$ cat src/rtl/step_pulse_gen_pkg.sv
// Shared definitions for the step/direction generator: register map, bit
// positions, FSM encoding and the interrupt reduction helper.
package step_pulse_gen_pkg;

    localparam logic [2:0] ADDR_CTRL     = 3'd0;
    localparam logic [2:0] ADDR_HALF     = 3'd1;
    localparam logic [2:0] ADDR_TOTAL    = 3'd2;
    localparam logic [2:0] ADDR_DONE_CNT = 3'd3;
    localparam logic [2:0] ADDR_STATUS   = 3'd4;
    localparam logic [2:0] ADDR_IRQ_EN   = 3'd5;

    localparam int CTRL_START  = 0;
    localparam int CTRL_DIR    = 1;
    localparam int CTRL_EN     = 2;
    localparam int CTRL_ABORT  = 3;
    localparam int CTRL_LIM_EN = 4;

    localparam int STAT_BUSY = 0;
    localparam int STAT_DONE = 1;
    localparam int STAT_LIM  = 2;
    localparam int STAT_RAW  = 3;

    typedef enum logic [1:0] {
        ST_IDLE  = 2'd0,
        ST_SETUP = 2'd1,
        ST_HIGH  = 2'd2,
        ST_LOW   = 2'd3
    } step_state_e;

    // flags = {lim_hit, done}, en = IRQ_EN[1:0]
    function automatic logic irq_level(input logic [1:0] flags, input logic [1:0] en);
        return |(flags & en);
    endfunction

endpackage

$ cat src/rtl/step_pulse_gen_if.sv
// Avalon-MM slave bus of the step generator, word addressed, read latency 1.
interface step_pulse_gen_if #(
    parameter int DATA_W = 32
);
    logic [2:0]        avs_address;
    logic              avs_write;
    logic [DATA_W-1:0] avs_writedata;
    logic              avs_read;
    logic [DATA_W-1:0] avs_readdata;

    modport master (
        output avs_address,
        output avs_write,
        output avs_writedata,
        output avs_read,
        input  avs_readdata
    );

    modport slave (
        input  avs_address,
        input  avs_write,
        input  avs_writedata,
        input  avs_read,
        output avs_readdata
    );
endinterface

$ cat src/rtl/step_half_timer.sv
// Loadable down-counter timing SETUP/HIGH/LOW phases; expire flags the last
// cycle of a loaded interval, so a load of N yields N cycles per phase.
module step_half_timer #(
    parameter int DATA_W = 32
) (
    input  logic              clk,
    input  logic              rst_n,
    input  logic              load,
    input  logic [DATA_W-1:0] load_val,
    output logic              expire
);

    logic [DATA_W-1:0] cnt_r;

    // Count down to zero; a load always takes priority over counting.
    always_ff @(posedge clk) begin
        if (!rst_n) begin
            cnt_r <= {DATA_W{1'b0}};
        end else if (load) begin
            cnt_r <= load_val;
        end else if (cnt_r != {DATA_W{1'b0}}) begin
            cnt_r <= cnt_r - DATA_W'(1);
        end
    end

    assign expire = (cnt_r == DATA_W'(1));

endmodule

$ cat src/rtl/step_pulse_gen.sv
// Avalon-MM programmable STEP/DIR pulse generator with home-limit stop,
// abort, sticky done/lim_hit status and a level interrupt.
module step_pulse_gen
    import step_pulse_gen_pkg::*;
#(
    parameter int DATA_W   = 32,
    parameter int MIN_HALF = 2
) (
    input  logic              clk,
    input  logic              rst_n,
    step_pulse_gen_if.slave   bus,
    input  logic              limit_signal,
    output logic              pulse,
    output logic              dirction,
    output logic              coe_enable,
    output logic              irq
);

    step_state_e       state_r;
    logic              pulse_r;
    logic              dir_out_r;
    logic [DATA_W-1:0] half_r;
    logic [DATA_W-1:0] total_r;
    logic [DATA_W-1:0] half_lat_r;
    logic [DATA_W-1:0] total_lat_r;
    logic [DATA_W-1:0] done_cnt_r;
    logic [DATA_W-1:0] rdata_r;
    logic              ctrl_dir_r;
    logic              ctrl_en_r;
    logic              ctrl_lim_en_r;
    logic              done_r;
    logic              lim_r;
    logic              irq_r;
    logic [1:0]        irq_en_r;

    logic [DATA_W-1:0] wdata_s;
    logic [DATA_W-1:0] half_eff_s;
    logic [DATA_W-1:0] tmr_load_val_s;
    logic [DATA_W-1:0] rdata_s;
    logic [1:0]        irq_en_nxt_s;
    logic wr_ctrl_s, wr_half_s, wr_total_s, wr_status_s, wr_irq_en_s;
    logic start_s, abort_s, busy_s;
    logic idle_lim_s, idle_zero_s, run_start_s;
    logic lim_stop_s, stop_s, last_step_s;
    logic done_set_s, lim_set_s, done_nxt_s, lim_nxt_s;
    logic tmr_load_s, tmr_expire_s;

    step_half_timer #(.DATA_W(DATA_W)) u_timer (
        .clk      (clk),
        .rst_n    (rst_n),
        .load     (tmr_load_s),
        .load_val (tmr_load_val_s),
        .expire   (tmr_expire_s)
    );

    // Bus decode, move start/stop decisions and next values of the sticky flags.
    always_comb begin
        wdata_s     = bus.avs_writedata;
        wr_ctrl_s   = bus.avs_write && (bus.avs_address == ADDR_CTRL);
        wr_half_s   = bus.avs_write && (bus.avs_address == ADDR_HALF);
        wr_total_s  = bus.avs_write && (bus.avs_address == ADDR_TOTAL);
        wr_status_s = bus.avs_write && (bus.avs_address == ADDR_STATUS);
        wr_irq_en_s = bus.avs_write && (bus.avs_address == ADDR_IRQ_EN);

        // Abort in the same write as start suppresses the start entirely.
        start_s = wr_ctrl_s && wdata_s[CTRL_START] && !wdata_s[CTRL_ABORT];
        abort_s = wr_ctrl_s && wdata_s[CTRL_ABORT];
        busy_s  = (state_r != ST_IDLE);

        half_eff_s = (half_r < DATA_W'(MIN_HALF)) ? DATA_W'(MIN_HALF) : half_r;

        // The lim check at start uses the dir/lim_stop_en carried by the same write.
        idle_lim_s  = !busy_s && start_s && wdata_s[CTRL_LIM_EN] && !wdata_s[CTRL_DIR]
                      && limit_signal;
        idle_zero_s = !busy_s && start_s && !idle_lim_s && (total_r == {DATA_W{1'b0}});
        run_start_s = !busy_s && start_s && !idle_lim_s && (total_r != {DATA_W{1'b0}});

        lim_stop_s  = busy_s && ctrl_lim_en_r && !dir_out_r && limit_signal;
        stop_s      = lim_stop_s || (busy_s && abort_s);
        last_step_s = (done_cnt_r == total_lat_r);

        done_set_s = idle_zero_s
                     || ((state_r == ST_LOW) && tmr_expire_s && !stop_s && last_step_s);
        lim_set_s  = idle_lim_s || lim_stop_s;

        if (run_start_s) begin
            tmr_load_s     = 1'b1;
            tmr_load_val_s = half_eff_s;
        end else if (busy_s && !stop_s && tmr_expire_s
                     && !((state_r == ST_LOW) && last_step_s)) begin
            tmr_load_s     = 1'b1;
            tmr_load_val_s = half_lat_r;
        end else begin
            tmr_load_s     = 1'b0;
            tmr_load_val_s = half_lat_r;
        end

        done_nxt_s = done_set_s || (done_r && !(wr_status_s && wdata_s[STAT_DONE]));
        lim_nxt_s  = lim_set_s  || (lim_r  && !(wr_status_s && wdata_s[STAT_LIM]));

        if (wr_irq_en_s) begin
            irq_en_nxt_s = wdata_s[1:0];
        end else begin
            irq_en_nxt_s = irq_en_r;
        end

        rdata_s = {DATA_W{1'b0}};
        case (bus.avs_address)
            ADDR_CTRL: begin
                rdata_s[CTRL_DIR]    = ctrl_dir_r;
                rdata_s[CTRL_EN]     = ctrl_en_r;
                rdata_s[CTRL_LIM_EN] = ctrl_lim_en_r;
            end
            ADDR_HALF:     rdata_s = half_r;
            ADDR_TOTAL:    rdata_s = total_r;
            ADDR_DONE_CNT: rdata_s = done_cnt_r;
            ADDR_STATUS: begin
                rdata_s[STAT_BUSY] = busy_s;
                rdata_s[STAT_DONE] = done_r;
                rdata_s[STAT_LIM]  = lim_r;
                rdata_s[STAT_RAW]  = limit_signal;
            end
            ADDR_IRQ_EN:   rdata_s[1:0] = irq_en_r;
            default:       rdata_s = {DATA_W{1'b0}};
        endcase
    end

    // Programmable registers, sticky status, interrupt and registered read data.
    always_ff @(posedge clk) begin
        if (!rst_n) begin
            ctrl_dir_r    <= 1'b0;
            ctrl_en_r     <= 1'b0;
            ctrl_lim_en_r <= 1'b0;
            half_r        <= DATA_W'(MIN_HALF);
            total_r       <= {DATA_W{1'b0}};
            irq_en_r      <= 2'b00;
            done_r        <= 1'b0;
            lim_r         <= 1'b0;
            irq_r         <= 1'b0;
            rdata_r       <= {DATA_W{1'b0}};
        end else begin
            if (wr_ctrl_s) begin
                ctrl_dir_r    <= wdata_s[CTRL_DIR];
                ctrl_en_r     <= wdata_s[CTRL_EN];
                ctrl_lim_en_r <= wdata_s[CTRL_LIM_EN];
            end
            if (wr_half_s) begin
                half_r <= wdata_s;
            end
            if (wr_total_s) begin
                total_r <= wdata_s;
            end
            irq_en_r <= irq_en_nxt_s;
            done_r   <= done_nxt_s;
            lim_r    <= lim_nxt_s;
            // Built from next-state values so irq tracks STATUS without a lag cycle.
            irq_r    <= irq_level({lim_nxt_s, done_nxt_s}, irq_en_nxt_s);
            if (bus.avs_read) begin
                rdata_r <= rdata_s;
            end
        end
    end

    // Move sequencer: SETUP -> (HIGH -> LOW)*TOTAL, with limit/abort early exit.
    always_ff @(posedge clk) begin
        if (!rst_n) begin
            state_r     <= ST_IDLE;
            pulse_r     <= 1'b0;
            dir_out_r   <= 1'b0;
            half_lat_r  <= {DATA_W{1'b0}};
            total_lat_r <= {DATA_W{1'b0}};
            done_cnt_r  <= {DATA_W{1'b0}};
        end else begin
            case (state_r)
                ST_IDLE: begin
                    pulse_r <= 1'b0;
                    if (run_start_s) begin
                        dir_out_r   <= wdata_s[CTRL_DIR];
                        half_lat_r  <= half_eff_s;
                        total_lat_r <= total_r;
                        done_cnt_r  <= {DATA_W{1'b0}};
                        state_r     <= ST_SETUP;
                    end else if (idle_zero_s) begin
                        done_cnt_r <= {DATA_W{1'b0}};
                    end
                end
                ST_SETUP: begin
                    if (stop_s) begin
                        state_r <= ST_IDLE;
                        pulse_r <= 1'b0;
                    end else if (tmr_expire_s) begin
                        state_r <= ST_HIGH;
                        pulse_r <= 1'b1;
                    end
                end
                ST_HIGH: begin
                    if (stop_s) begin
                        state_r <= ST_IDLE;
                        pulse_r <= 1'b0;
                    end else if (tmr_expire_s) begin
                        state_r    <= ST_LOW;
                        pulse_r    <= 1'b0;
                        done_cnt_r <= done_cnt_r + DATA_W'(1);
                    end
                end
                ST_LOW: begin
                    if (stop_s) begin
                        state_r <= ST_IDLE;
                        pulse_r <= 1'b0;
                    end else if (tmr_expire_s) begin
                        if (last_step_s) begin
                            state_r <= ST_IDLE;
                            pulse_r <= 1'b0;
                        end else begin
                            state_r <= ST_HIGH;
                            pulse_r <= 1'b1;
                        end
                    end
                end
                default: begin
                    state_r <= ST_IDLE;
                    pulse_r <= 1'b0;
                end
            endcase
        end
    end

    assign pulse            = pulse_r;
    assign dirction         = dir_out_r;
    assign coe_enable       = ctrl_en_r;
    assign irq              = irq_r;
    assign bus.avs_readdata = rdata_r;

endmodule

$ cat src/flat_wrapper.sv
// flat-port wrapper written by rule: the top's interface ports become plain ports
module step_pulse_gen_flat import step_pulse_gen_pkg::*;
#(
    parameter int DATA_W   = 32,
    parameter int MIN_HALF = 2
)
  (clk, rst_n, limit_signal, pulse, dirction, coe_enable, irq, bus_avs_address, bus_avs_write, bus_avs_writedata, bus_avs_read, bus_avs_readdata);
  step_pulse_gen_if #(.DATA_W(DATA_W)) bus_i ();
  input  logic clk;
  input  logic rst_n;
  input  logic limit_signal;
  output logic pulse;
  output logic dirction;
  output logic coe_enable;
  output logic irq;
  input wire logic [$bits(bus_i.avs_address)-1:0] bus_avs_address;
  input wire logic [$bits(bus_i.avs_write)-1:0] bus_avs_write;
  input wire logic [$bits(bus_i.avs_writedata)-1:0] bus_avs_writedata;
  input wire logic [$bits(bus_i.avs_read)-1:0] bus_avs_read;
  output wire logic [$bits(bus_i.avs_readdata)-1:0] bus_avs_readdata;
  assign bus_i.avs_address = bus_avs_address;
  assign bus_i.avs_write = bus_avs_write;
  assign bus_i.avs_writedata = bus_avs_writedata;
  assign bus_i.avs_read = bus_avs_read;
  assign bus_avs_readdata = bus_i.avs_readdata;
  step_pulse_gen #(.DATA_W(DATA_W), .MIN_HALF(MIN_HALF)) u_core (.clk(clk), .rst_n(rst_n), .bus(bus_i), .limit_signal(limit_signal), .pulse(pulse), .dirction(dirction), .coe_enable(coe_enable), .irq(irq));
endmodule
$ cat config.mk
export PLATFORM = sky130hd
export DESIGN_NAME = step_pulse_gen_flat
export DESIGN_NICKNAME = d
export VERILOG_FILES = /design/src/rtl/step_pulse_gen_pkg.sv /design/src/rtl/step_pulse_gen_if.sv /design/src/rtl/step_half_timer.sv /design/src/rtl/step_pulse_gen.sv /design/src/flat_wrapper.sv
export SDC_FILE = /design/constraint.sdc
export NUM_CORES = 1
export LEC_CHECK = 0
export CAP_MARGIN = 30
export CELL_PAD_IN_SITES_DETAIL_PLACEMENT = 1
export CELL_PAD_IN_SITES_GLOBAL_PLACEMENT = 1
export CORE_MARGIN = 3
export CORE_UTILIZATION = 45
export CTS_CLUSTER_SIZE = 24
export DETAILED_ROUTE_END_ITERATION = 12
export GPL_TIMING_DRIVEN = 0
export PLACE_DENSITY_LB_ADDON = 0.2
export SYNTH_ARGS = -nofsm -noshare
export SYNTH_HDL_FRONTEND = slang
export SYNTH_SLANG_ARGS = --single-unit
$ cat constraint.sdc
create_clock -name clk -period 3.2 [get_ports clk]
set_input_delay 0.48 -clock clk [delete_from_list [all_inputs] [get_ports clk]]
set_output_delay 0.48 -clock clk [all_outputs]
set_load 0.03 [all_outputs]
==> PnR_summary.wiki, run 1 <==
{| class="wikitable"
! Metric !! Value
|-
| Run status || finished clean
|-
| Classification of the worst-slack hold path || primary input to flip-flop
|-
| Capturing point of the worst reg2reg path || u_core.u_timer.cnt_r[30]
|-
| Diode count || 0
|-
| Commonest cells in the synthesized netlist || 236 x dfxtp_1, 233 x nand2_1, 157 x a21oi_1
|-
| Number of buffers inserted by port buffering || 73
|-
| TritonCTS sink count || 236
|-
| Layout overhead on the synthesized area || 18.7%
|-
| Routed wire length per instance || 21.7 um
|-
| Per-instance average area after synthesis || 8.48 sq um
|-
| Reg-to-reg slack, setup || 0.24 ns
|-
| Longest Clk Path Bufs || 3
|-
| Final WL || 37,800 um
|-
| Unique masters post-synth || 66
|-
| Minimum setup slack after placement || -0.725 ns
|-
| Max Clock Freq || 338 MHz
|-
| Worst Hold Launch || bus_avs_read
|-
| Final Power || 8460 uW
|-
| Period utilization || 92.5%
|-
| Max-Slew Margin vs Limit || 39.1%
|-
| Number of hold-repair buffers added at the cts stage || 0
|-
| Crit path max-delay cell type || or4_1
|-
| Antenna violation net count after detailed routing || 0
|-
| Number of global-route vias before repair || just over 10,000
|-
| Area of the placeable core || 0.0238 sq mm
|-
| Synthesis Warnings || 0
|-
| Worst ir drop on vdd || 0.000399 V
|-
| Post-route worst hold slack || around 0.4 ns
|-
| P_leak || 0.00507 uW
|-
| Number of cells on the worst reg-to-reg path || 8
|-
| Die height || 163 um
|-
| Largest fanout on the critical path || 10
|-
| Post-synthesis sequential element count || 236
|-
| Part of the Yosys area used for sequential elements || 42.8%
|-
| Number of antenna violations at the first check in global routing || 0
|-
| Std-Cell Rows || between 50 and 60
|-
| Clk Tree Root Cell || clkbuf_16
|-
| Maximum clock skew at final layout || 0.00755 ns
|-
| Die area || between 0.02 and 0.03 sq mm
|-
| End of the worst hold path || u_core.bus.avs_readdata[4]
|-
| Proportion of layout cells with a drive suffix above 1 || 10.9%
|-
| Count of TritonRoute iterations in the first routing pass || 5
|-
| Maximum capacitance violations || 0
|-
| DRC violations left || 0
|-
| Final Core Density || 55.1%
|-
| Predominant post-synthesis flop cell || dfxtp_1
|-
| Post-synth EDFFs || 0
|-
| DR iter-0 viols || 753
|-
| CP endpoint kind || flip-flop
|-
| First-pass GRT wire length || 58,900 um
|-
| Area share of the largest cell type after synthesis || 42.8%
|-
| Via count || between 10,000 and 15,000
|-
| Level count of the clock H-tree || 1
|-
| Final-stage net count || 1,447
|-
| Unrepaired setup endpoints after global routing || no
|-
| Worst reg2reg path startpoint || u_core.u_timer.cnt_r[14]
|-
| Cell-by-cell trace of the critical path || or4_1, buf_6, nor4_4, nand4_1, nand2_1, clkbuf_2, nor2_1, mux2_4
|-
| Final hold viol count || 0
|-
| Required time of the critical path || 3.62 ns
|-
| Register clock-pin slew on the reported worst setup and hold paths || 0.06 ns
|-
| Data arrival time of the critical path || approximately 3.4 ns
|-
| Setup crit start kind || flip-flop
|-
| Setup violations, final || 0
|-
| Async S/R FF share, synth || 0%
|-
| Syn Std Cell Area || 0.0110 sq mm
|-
| Half-perimeter wire length of the detailed placement result || 28,400 um
|-
| Worst Setup Path Type || flip-flop to flip-flop
|-
| Leading area contributor after synthesis || dfxtp_1
|-
| Die outline width || 163 um
|-
| Count of mapped cells out of synthesis || 1,300
|-
| Insertion delay of the later-clocked pin in the worst-skew pair || 0.53 ns
|-
| Final Wtd Congestion || 0.938
|-
| Power density relative to cell area || 647 mW/mm^2
|-
| Total GRT Usage || between 20 and 30%
|-
| Largest delay share family, worst path || simple AND/OR/NAND/NOR gates
|-
| Worst slew pin tran || 0.907 ns
|-
| Largest stage delay on the critical path || 0.55 ns
|-
| CTS Buf Count || 26
|-
| Maximum number of pins on one net before global-route repair || 14
|-
| Vias per std cell || 5.84
|-
| Initial standard-cell utilization of the core || between 40% and 50%
|-
| Hold Path Stages || 3
|-
| Dominant cell by count in the synthesized netlist || dfxtp_1
|-
| Shortest clock period the worst path allows after layout || 2.96 ns
|-
| Clock tree from TritonCTS || done
|-
| Leading cell types by total area after synthesis || dfxtp_1 43%, nand2_1 7.9%, a21oi_1 7.1%
|-
| Post-route worst setup slack || 0.240 ns
|-
| Setup total negative slack || 0 ns
|-
| Global-route congestion overflow total || 0
|-
| Number of buffer and inverter stages on the critical path || 2
|-
| Number of primary I/O pins || 76
|-
| Total nets after synthesis || 1,344
|-
| Max Transition Viols Final || 0
|}
## sequential cells by signal (all words and copies together), names as in the netlist, 2 cells and up
name,count
u_core.bus.avs_readdata,32
u_core.done_cnt_r,32
u_core.half_lat_r,32
u_core.half_r,32
u_core.total_lat_r,32
u_core.total_r,32
u_core.u_timer.cnt_r,32
u_core.irq_en_r,2
u_core.state_r,2
## layer usage
metal / track usage (%) / share of wire [%] / vias to the layer above
met5: 0 / 0 / -
met4: 10.9 / 4.1 / 0
met3: 4.40 / 6.6 / 77
met2: 44.8 / 44 / 316
met1: 39.3 / 45 / 4997
li1: - / - / 4775
## worst max path at each step
stage                              from                        to  slack [ns]  cells after the start
3_5_place_dp         bus_avs_address[0]    u_core.total_lat_r[12]       -0.73                     10
2_1_floorplan        bus_avs_address[2]   u_core.u_timer.cnt_r[1]        0.56                      8
6_report       u_core.u_timer.cnt_r[14]  u_core.u_timer.cnt_r[30]        0.24                      8
3_3_place_gp         bus_avs_address[0]    u_core.total_lat_r[14]       -0.60                     10
5_1_grt            u_core.done_cnt_r[3]     u_core.done_cnt_r[27]        0.05                      8
4_1_cts              bus_avs_address[0]  u_core.u_timer.cnt_r[29]        0.04                      9
## per-stage QoR
stage | instance area [sq um] | cells
floorplan | 11000 | 1300
global placement | 12200 | 1692
detailed placement | 12200 | 1692
CTS | 13100 | 1739
global route | 13100 | 1741
finish | 13100 | 1741
## cells by family after synthesis
kind of cell	synth area share (%)
multiplexers	11.2
flip-flops	42.8
buffers and inverters	4.44
AO/OA/AOI/OAI	13.3
adder cells (fa/ha/maj)	0.454
AND/OR/NAND/NOR	23.3
XOR/XNOR	4.45
## worst min-delay path, cell delays in order
cell,delay (ns)
clkbuf_1,0.20
nand3b_1,0.15
a21oi_1,0.05
## power by group
part | switching (uW) | leakage (uW) | total (uW) | internal (uW)
clock | 1240 | 0.000443 | 3130 | 1890
combinational | 1110 | 0.00272 | 2020 | 906
sequential | 192 | 0.00191 | 3310 | 3120
## what timing repair did
action	CTS	global route
pin swaps	0	1
setup endpoints to repair	61	58
setup buffers	0	2
resized for setup	1	8
## cell usage in the layout, fill, tap and decap left out, types with 5 or more instances in the layout
master,n
nor2b_1,6
nand2_1,233
nor2_1,136
inv_1,10
nand3_1,21
clkbuf_8,5
nand3b_1,6
clkbuf_16,27
buf_2,9
o21ai_0,13
or4_1,23
o31ai_1,18
xnor2_1,16
or3_1,14
nand2b_1,8
a22oi_1,30
a21oi_1,157
mux2_2,33
buf_6,7
and3_1,7
nand4_1,19
mux2_4,28
xor2_1,40
clkinv_2,7
nor4_1,37
clkdlybuf4s50_1,73
clkbuf_1,64
nor3_1,16
buf_4,11
dfxtp_1,236
mux2i_1,41
## layout make-up
type / count / area [sq um]
Tap cell: 319 / 399
Buffer: 92 / 452
Clock buffer: 36 / 759
Inverter: 11 / 41.3
Timing Repair Buffer: 75 / 746
Multi-Input combinational cell: 961 / 5830
Clock inverter: 11 / 133
Sequential cell: 236 / 4720
Fill cell: 2835 / 10700
No activity file was read; power rests on OpenSTA's default activity.
==> inputs of run 2 (changes only) <==
CORE_UTILIZATION = 40   (was 45)
PLACE_DENSITY_LB_ADDON = 0.05   (was 0.2)
SYNTH_HIERARCHICAL = 1   (was unset)
clock period = 2.7 ns   (was 3.2 ns; I/O delays follow)
==> run 2 against run 1 <==
  * The flow now finishes with violations (setup timing)
  * Count of clock-buffer cells in the layout is 2 higher
  * Worst hold slack worse by 0.045 ns
  * Sequential cell count stayed put
  * Cell count is 12% higher
  * Maximum frequency is 8.5% lower
  * Synthesized area is 2.2% higher
  * Sequential share of layout area is 4.0 points lower
  * Die area is 14% higher
==> PnR_summary.wiki, run 2 <==
{| class="wikitable"
! Metric !! Value
|-
| Worst slew pin tran || 1.10 ns (+0.196 ns)
|-
| Synthesis Warnings || 6 (+6)
|-
| Die area || 0.0302 sq mm (+14%)
|-
| Antenna violation net count after detailed routing || 0 (unchanged)
|-
| Period utilization || 120% (+27 points)
|-
| Combinational family with the most area after synthesis || simple AND/OR/NAND/NOR gates
|-
| Xor-xnor portion of the synthesized cell area || 4.51% (+0.060 points)
|-
| First-pass GRT wire length || 68,600 um (+17%)
|-
| Run status || complete, but fails checks
|-
| Area of the placeable core || 0.0273 sq mm (+15%)
|-
| Proportion of synthesized area in mux cells || 3.99% (-7.2 points)
|-
| Largest delay share family, worst path || simple AND/OR/NAND/NOR gates
|-
| Finished layout cell area || 0.0147 sq mm (+13%)
|-
| Insertion delay of the later-clocked pin in the worst-skew pair || 0.56 ns (+0.03 ns)
|-
| Final hold viol count || 0 (unchanged)
|-
| Die height || 174 um (+7.0%)
|-
| Max Transition Viols Final || 0 (unchanged)
|-
| Routed wire length per instance || 23.4 um (+7.8%)
|-
| Final Non-Filler Cells || 1,950 (+12%)
|-
| Proportion of layout cells with a drive suffix above 1 || 18.0% (+7.1 points)
|-
| Longest Clk Path Bufs || 3 (unchanged)
|-
| Number of hold-repair buffers added at the cts stage || 0 (unchanged)
|-
| Final-layout fill cell count || 3,263 (+15%)
|-
| Post-route worst setup slack || -0.535 ns (-0.775 ns)
|-
| Layout overhead on the synthesized area || 30.7%
|-
| Worst ir drop on vdd || 0.000464 V (+17%)
|-
| Top library cells by usage in the layout, fill and taps aside || 230 x dfxtp_1, 197 x nand2_1, 192 x a21oi_1, 90 x nor2_1, 86 x nand3_1
|-
| Max-Slew Margin vs Limit || 25.8% (-13 points)
|-
| Minimum setup slack after placement || -1.58 ns (-0.856 ns)
|-
| Failing checks || setup timing
|-
| Placed cell count || 1,869 (+10%)
|-
| Setup violations, final || 65 (+65)
|-
| Clock tree from TritonCTS || done
|-
| Max Clock Freq || 309 MHz (-8.5%)
|-
| Commonest cells in the synthesized netlist || 236 x dfxtp_1, 206 x nand2_1, 205 x a21oi_1
|-
| Classification of the worst-slack hold path || primary input to flip-flop
|-
| Number of global-route vias before repair || 11,691 (+15%)
|-
| Vias per std cell || 6.02 (+3.0%)
|-
| Leading area contributor after synthesis || dfxtp_1
|-
| Crit path max-delay cell type || or4_4
|-
| Post-synth EDFFs || 0 (unchanged)
|-
| Cell-by-cell trace of the critical path || or4_4, or4_4, nor3_4, inv_2, buf_4, o41ai_4, buf_8, o31ai_4, buf_6, a211oi_2
|-
| Cell mode on critical path || or4_4
|-
| Worst Setup Path Type || flip-flop to flip-flop
|-
| Shortest clock period the worst path allows after layout || 3.24 ns (+0.275 ns)
|-
| Final Wtd Congestion || 0.896 (-4.5%)
|-
| Data arrival time of the critical path || 3.70 ns (+0.32 ns)
|-
| Syn Std Cell Area || 0.0113 sq mm (+2.2%)
|-
| Diode count || 0 (unchanged)
|-
| Number of buffers inserted by port buffering || 74 (+1.4%)
|-
| CTS Buf Count || 29 (+12%)
|-
| Final Core Density || 53.9% (-1.2 points)
|-
| Half-perimeter wire length of the detailed placement result || 32,400 um (+14%)
|-
| Share of synthesized cell area in and, or, nand and nor gates || 24.5% (+1.2 points)
|-
| Largest stage delay on the critical path || 0.60 ns (+0.05 ns)
|-
| Predominant post-synthesis flop cell || dfxtp_1
|-
| P_leak || 0.00519 uW (+2.4%)
|-
| Required time of the critical path || 3.17 ns (-0.45 ns)
|-
| Area share of fa/ha/maj cells after synthesis || 0.333% (-0.12 points)
|-
| Largest fanout on the critical path || 5 (-5)
|-
| Count of mapped cells out of synthesis || 1,423 (+9.5%)
|-
| Most common cell after layout, fill and taps aside || dfxtp_1
|-
| Power density relative to cell area || 755 mW/mm^2 (+17%)
|-
| Maximum clock skew at final layout || 0.0152 ns (+0.00769 ns)
|-
| Area share of the largest cell type after synthesis || 41.9% (-0.92 points)
|-
| Total GRT Usage || 28.7% (+0.28 points)
|-
| Die outline width || 174 um (+7.0%)
|-
| Number of buffer and inverter stages on the critical path || 4 (+2)
|-
| Total nets after synthesis || 1,466 (+9.1%)
|-
| Leading cell types by total area after synthesis || dfxtp_1 42%, a21oi_1 9.1%, nand2_1 6.9%
|-
| Via count || 11,731 (+15%)
|-
| Count of TritonRoute iterations in the first routing pass || 5 (unchanged)
|-
| CP endpoint kind || flip-flop
|-
| Register clock-pin slew on the reported worst setup and hold paths || 0.06 ns (about the same)
|-
| Std-Cell Rows || 60 (+7.1%)
|-
| Clk Tree Root Cell || clkbuf_16
|-
| Post-synthesis sequential element count || 236 (unchanged)
|-
| Setup crit start kind || flip-flop
|-
| Number of antenna violations at the first check in global routing || 0 (unchanged)
|-
| Number of primary I/O pins || 76 (unchanged)
|-
| Synthesized-area fraction occupied by ao, oa, aoi and oai cells || 20.2% (+6.9 points)
|-
| DR iter-0 viols || 1,011 (+34%)
|-
| Cell area reported after detailed placement || 0.0126 sq mm (+3.5%)
|-
| Final-stage net count || 1,598 (+10%)
|-
| Async S/R FF share, synth || 0% (unchanged)
|-
| Maximum number of pins on one net before global-route repair || 16 (+2)
|-
| Global-route congestion overflow total || 0 (unchanged)
|-
| Unrepaired setup endpoints after global routing || yes
|-
| TritonCTS sink count || 236 (unchanged)
|-
| Final WL || 45,700 um (+21%)
|-
| Post-route worst hold slack || 0.354 ns (-0.0454 ns)
|-
| Per-instance average area after synthesis || 7.92 sq um (-6.6%)
|-
| Level count of the clock H-tree || 1 (unchanged)
|-
| Maximum capacitance violations || 0 (unchanged)
|-
| Initial standard-cell utilization of the core || 41.2% (-5.2 points)
|-
| Part of the Yosys area used for sequential elements || 41.9% (-0.92 points)
|-
| Unique masters post-synth || 68 (+3.0%)
|-
| DRC violations left || 0 (unchanged)
|-
| Dominant cell by count in the synthesized netlist || dfxtp_1
|}
-- run 2: cells by family after synthesis --
logic type	Yosys count
adders and majority gates	3
muxes	39
DFF	236
buffers and inverters	124
AOI/OAI and AO/OA	396
and+or+nand+nor	567
xor gates and xnor gates	58
-- run 2: layout make-up --
class | count | area, sq um | share of cell area [%]
Clock buffer | 38 | 810 | 5.49
Tap cell | 372 | 465 | 3.16
Sequential cell | 236 | 4730 | 32.1
Timing Repair inverter | 1 | 8.76 | 0.0594
Multi-Input combinational cell | 1063 | 6670 | 45.3
Inverter | 15 | 68.8 | 0.467
Buffer | 103 | 572 | 3.88
Timing Repair Buffer | 106 | 1100 | 7.46
Clock inverter | 16 | 304 | 2.06
-- run 2: metrics by stage --
stage | power (uW) | setup TNS (ns)
finish | 11100 | -26.82
global route | 11700 | -28.01
CTS | 11800 | -26.56
detailed placement | 6820 | -171.41
global placement | 6740 | -161.26
floorplan | 5870 | -0.311
-- run 2: where the power goes --
group          leakage [uW]  internal (uW)  total, uW  switching, uW
Clock              0.000547           2890       4540           1650
Sequential          0.00191           3670       3900            229
Combinational       0.00273           1060       2690           1620
-- run 2: path summary, 6_finish.rpt --
path	to	cells after the start	slack (ns)	start
hold / removal	u_core/bus.avs_readdata[0]	3	0.35	bus_avs_read
hold reg to reg	u_core/ctrl_dir_r	2	0.47	u_core/ctrl_dir_r
setup reg to reg	u_core/u_timer/cnt_r[27]	10	-0.54	u_core/u_timer/cnt_r[21]
setup / recovery	u_core/u_timer/cnt_r[27]	10	-0.54	u_core/u_timer/cnt_r[21]
-- run 2: routing by layer --
metal  global-route usage, %  part of all wire, %
met2                    43.5                   44
met1                    41.6                   47
met3                    4.49                  6.0
met4                    9.32                  3.0
met5                       0                    0
-- run 2: timing repair --
| action | 4_1_cts | 5_1_grt |
|---|---|---|
| gates cloned | 3 | 4 |
| pin swaps | 33 | 37 |
| setup buffers | 17 | 9 |
| gates resized for setup | 93 | 112 |
| setup endpoints to repair | 169 | 143 |
-- run 2: worst min-delay path: stages --
cell and delay [ns]:
clkbuf_1 0.22, mux2i_1 0.18, nor2_1 0.07
==> inputs of run 3 (changes only) <==
GPL_TIMING_DRIVEN = unset   (was 0)
==> run 3 against run 2 <==
  * The run still ends with setup timing left
  * Worst hold slack improved by 0.070 ns
  * Power increased by 2.1%
  * Sequential cell count unchanged
  * Critical path depth increased by 1
  * Register-to-register slack improved by 0.096 ns
  * Cell count increased by 4.6%
  * Routed wire length decreased by 0.40%
  * Count of clock-buffer cells in the layout increased by 1
  * Highest routed layer unchanged
  * Global-route usage about the same
  * Clock power decreased by 11%
==> PnR_summary.wiki, run 3 (same netlist as run 2, synthesis figures left out) <==
{| class="wikitable"
! Metric !! Value
|-
| Via count || 12,043 (+2.7%)
|-
| Top library cells by usage in the layout, fill and taps aside || 233 x dfxtp_1, 201 x nand2_1, 185 x a21oi_1, 176 x buf_4, 90 x nor2_1
|-
| Worst ir drop on vdd || 0.000500 V (+7.6%)
|-
| Proportion of power drawn by combinational gates || 29.9% (+5.7 points)
|-
| Met1 global-route usage || 38.1% (-3.5 points)
|-
| Busiest layer in global routing || met2
|-
| Setup crit start kind || flip-flop
|-
| CP endpoint kind || flip-flop
|-
| Net Sw Power || 3690 uW (+5.3%)
|-
| Multi-input gate area in the final layout || 0.00666 sq mm (-0.19%)
|-
| Layout overhead on the synthesized area || 39.5%
|-
| Longest Clk Path Bufs || 3 (unchanged)
|-
| Worst setup endpoint || u_core/done_cnt_r[24]
|-
| Die height || 174 um (unchanged)
|-
| Final Wtd Congestion || 0.896 (about the same)
|-
| Hold Path Stages || 5 (+2)
|-
| DR iter-0 viols || 890 (-12%)
|-
| Power density relative to cell area || 722 mW/mm^2 (-4.4%)
|-
| Maximum clock skew at final layout || 0.0126 ns (-0.00268 ns)
|-
| Period utilization || 116% (-3.6 points)
|-
| Max Transition Viols Final || 0 (unchanged)
|-
| Level count of the clock H-tree || 1 (unchanged)
|-
| Maximum number of pins on one net before global-route repair || 68 (+52)
|-
| Number of antenna violations at the first check in global routing || 0 (unchanged)
|-
| Part of the power in the clock network || 35.8% (-5.0 points)
|-
| Final WL || 45,500 um (-0.40%)
|-
| First-pass GRT wire length || 69,900 um (+1.9%)
|-
| Share of total power in sequential cells || 34.4% (-0.6 points)
|-
| Clk Tree Root Cell || clkbuf_16
|-
| Total GRT Usage || 28.6% (-0.042 points)
|-
| Shortest clock period the worst path allows after layout || 3.14 ns (-0.0963 ns)
|-
| Clock tree from TritonCTS || done
|-
| Minimum setup slack after placement || -0.681 ns (+0.901 ns)
|-
| Setup total negative slack || -20.52 ns (+6.30 ns)
|-
| Max-Slew Margin vs Limit || 54.5% (+29 points)
|-
| Classification of the worst-slack hold path || primary input to flip-flop
|-
| Die area || 0.0302 sq mm (unchanged)
|-
| Final Power || 11,400 uW (+2.1%)
|-
| Worst Setup Path Type || flip-flop to flip-flop
|-
| Final-layout fill cell count || 3,237 (-0.80%)
|-
| Required time of the critical path || 3.18 ns (about the same)
|-
| Footprint of the flip-flops and latches || 0.00473 sq mm (about the same)
|-
| Final hold viol count || 0 (unchanged)
|-
| Die outline width || 174 um (unchanged)
|-
| Number of cells on the worst reg-to-reg path || 11 (+1)
|-
| Cell internal power dissipation || 7660 uW (+0.64%)
|-
| Number of global-route vias before repair || 12,371 (+5.8%)
|-
| Data arrival time of the critical path || 3.62 ns (-0.08 ns)
|-
| DRC violations left || 0 (unchanged)
|-
| Std-Cell Rows || 60 (unchanged)
|-
| Antenna violation net count after detailed routing || 0 (unchanged)
|-
| CTS Buf Count || 29 (unchanged)
|-
| Largest fanout on the critical path || 6 (+1)
|-
| Critical path origin || u_core/u_timer/cnt_r[24]
|-
| Final-stage net count || 1,689 (+5.7%)
|-
| Max Clock Freq || 319 MHz (+3.1%)
|-
| Global-route congestion overflow total || 0 (unchanged)
|-
| Most common cell after layout, fill and taps aside || dfxtp_1
|-
| Post-route worst setup slack || -0.439 ns (+0.0963 ns)
|-
| Met3 track utilization from global routing || 3.42% (-1.1 points)
|-
| Proportion of layout cells with a drive suffix above 1 || 26.5% (+8.5 points)
|-
| Worst slew pin tran || 0.677 ns (-0.426 ns)
|-
| Number of buffers inserted by port buffering || 75 (+1.4%)
|-
| Setup violations, final || 66 (+1.5%)
|-
| Insertion delay of the later-clocked pin in the worst-skew pair || 0.55 ns (about the same)
|-
| Run status || complete, but fails checks
|-
| Number of primary I/O pins || 76 (unchanged)
|-
| Reg-to-reg slack, setup || -0.44 ns (+0.10 ns)
|-
| Area of the placeable core || 0.0273 sq mm (unchanged)
|-
| Worst reg2reg path startpoint || u_core/u_timer/cnt_r[24]
|-
| Met2 track demand over resource in global routing || 48.5% (+5.0 points)
|-
| Half-perimeter wire length of the detailed placement result || 31,100 um (-4.1%)
|-
| Initial standard-cell utilization of the core || 41.2% (unchanged)
|-
| Capturing point of the worst reg2reg path || u_core/done_cnt_r[24]
|-
| Diode count || 0 (unchanged)
|-
| Unrepaired setup endpoints after global routing || yes
|-
| Failing checks || setup timing
|-
| Routed wire length per instance || 22.3 um (-4.8%)
|-
| Number of hold-repair buffers added at the cts stage || 0 (unchanged)
|-
| Maximum capacitance violations || 0 (unchanged)
|-
| Count of TritonRoute iterations in the first routing pass || 5 (unchanged)
|-
| Net Sw Frac || 32.5% (+0.98 points)
|-
| Vias per std cell || 5.91 (-1.8%)
|-
| TritonCTS sink count || 236 (unchanged)
|-
| Register clock-pin slew on the reported worst setup and hold paths || 0.07 ns (about the same)
|-
| P_leak || 0.00584 uW (+12%)
|}
==> run 3: cell count changes in the layout (fill, tap and decap cells not counted), sizes merged, moves of 2 or more <==
cell	change
buf	+170
clkbuf	-79
bufinv	-4
clkdlybuf4s50	+4
dlymetal6s2s	-3
inv	+2
==> run 3: through the flow <==
step	area, sq um	std cells	hold slack (ns)	utilization (%)
2_1_floorplan	11400	1423	0.433	-
3_3_place_gp	13700	1957	0.448	50.3
3_5_place_dp	13700	1957	0.459	50.3
4_1_cts	15200	2027	0.407	55.8
5_1_grt	15700	2039	0.422	57.6
6_report	15700	2039	0.424	57.6
==> run 3: metal layers <==
metal,share of wire [%],up-vias
met4,3.3,0
met5,0,-
li1,-,5547
met3,5.2,88
met2,48,392
met1,44,6016
==> run 3: power groups by stage <==
stage | clock [uW] | sequential (uW) | combinational, uW
2_1_floorplan | 0 | 3940 | 1930
3_3_place_gp | 0 | 3940 | 2860
3_5_place_dp | 0 | 3960 | 2900
4_1_cts | 4110 | 3890 | 3130
5_1_grt | 4270 | 3930 | 3630
6_report | 4060 | 3900 | 3390
==> run 3: how the worst min path moves through the flow <==
stage / start / to / slack, ns
after CTS: bus_avs_address[0] / u_core/ctrl_dir_r / 0.41
final: bus_avs_address[0] / u_core/ctrl_dir_r / 0.42
after detailed placement: u_core/ctrl_dir_r / u_core/ctrl_dir_r / 0.46
after global placement: u_core/ctrl_dir_r / u_core/ctrl_dir_r / 0.45
after floorplan: u_core/ctrl_dir_r / u_core/ctrl_dir_r / 0.43
after global routing: bus_avs_address[0] / u_core/ctrl_dir_r / 0.42
==> run 3: repair_timing <==
action | in CTS | in global routing
gates resized for setup | 83 | 99
hold endpoints to repair | 0 | 0
buffers inserted | 17 | 12
pin swaps | 28 | 33
setup endpoints to repair | 66 | 67
cloned | 3 | 2
==> run 3: worst max-delay path, cell delays in order (launching register included) <==
cell      delay, ns
dfxtp_2        0.32
or4_4          0.55
or4_4          0.59
nor3_4         0.26
inv_2          0.08
buf_6          0.13
nor2_4         0.15
buf_6          0.13
o221ai_2       0.13
buf_6          0.21
or4_1          0.39
a21oi_1        0.14
==> run 3: cell type report <==
class                           count  share of cell area [%]
Clock inverter                     13                    1.12
Clock buffer                       39                    5.17
Sequential cell                   236                    30.1
Multi-Input combinational cell   1063                    42.4
Timing Repair Buffer              299                    17.6
Inverter                           15                   0.477
Timing Repair inverter              2                   0.231
Tap cell                          372                    2.96
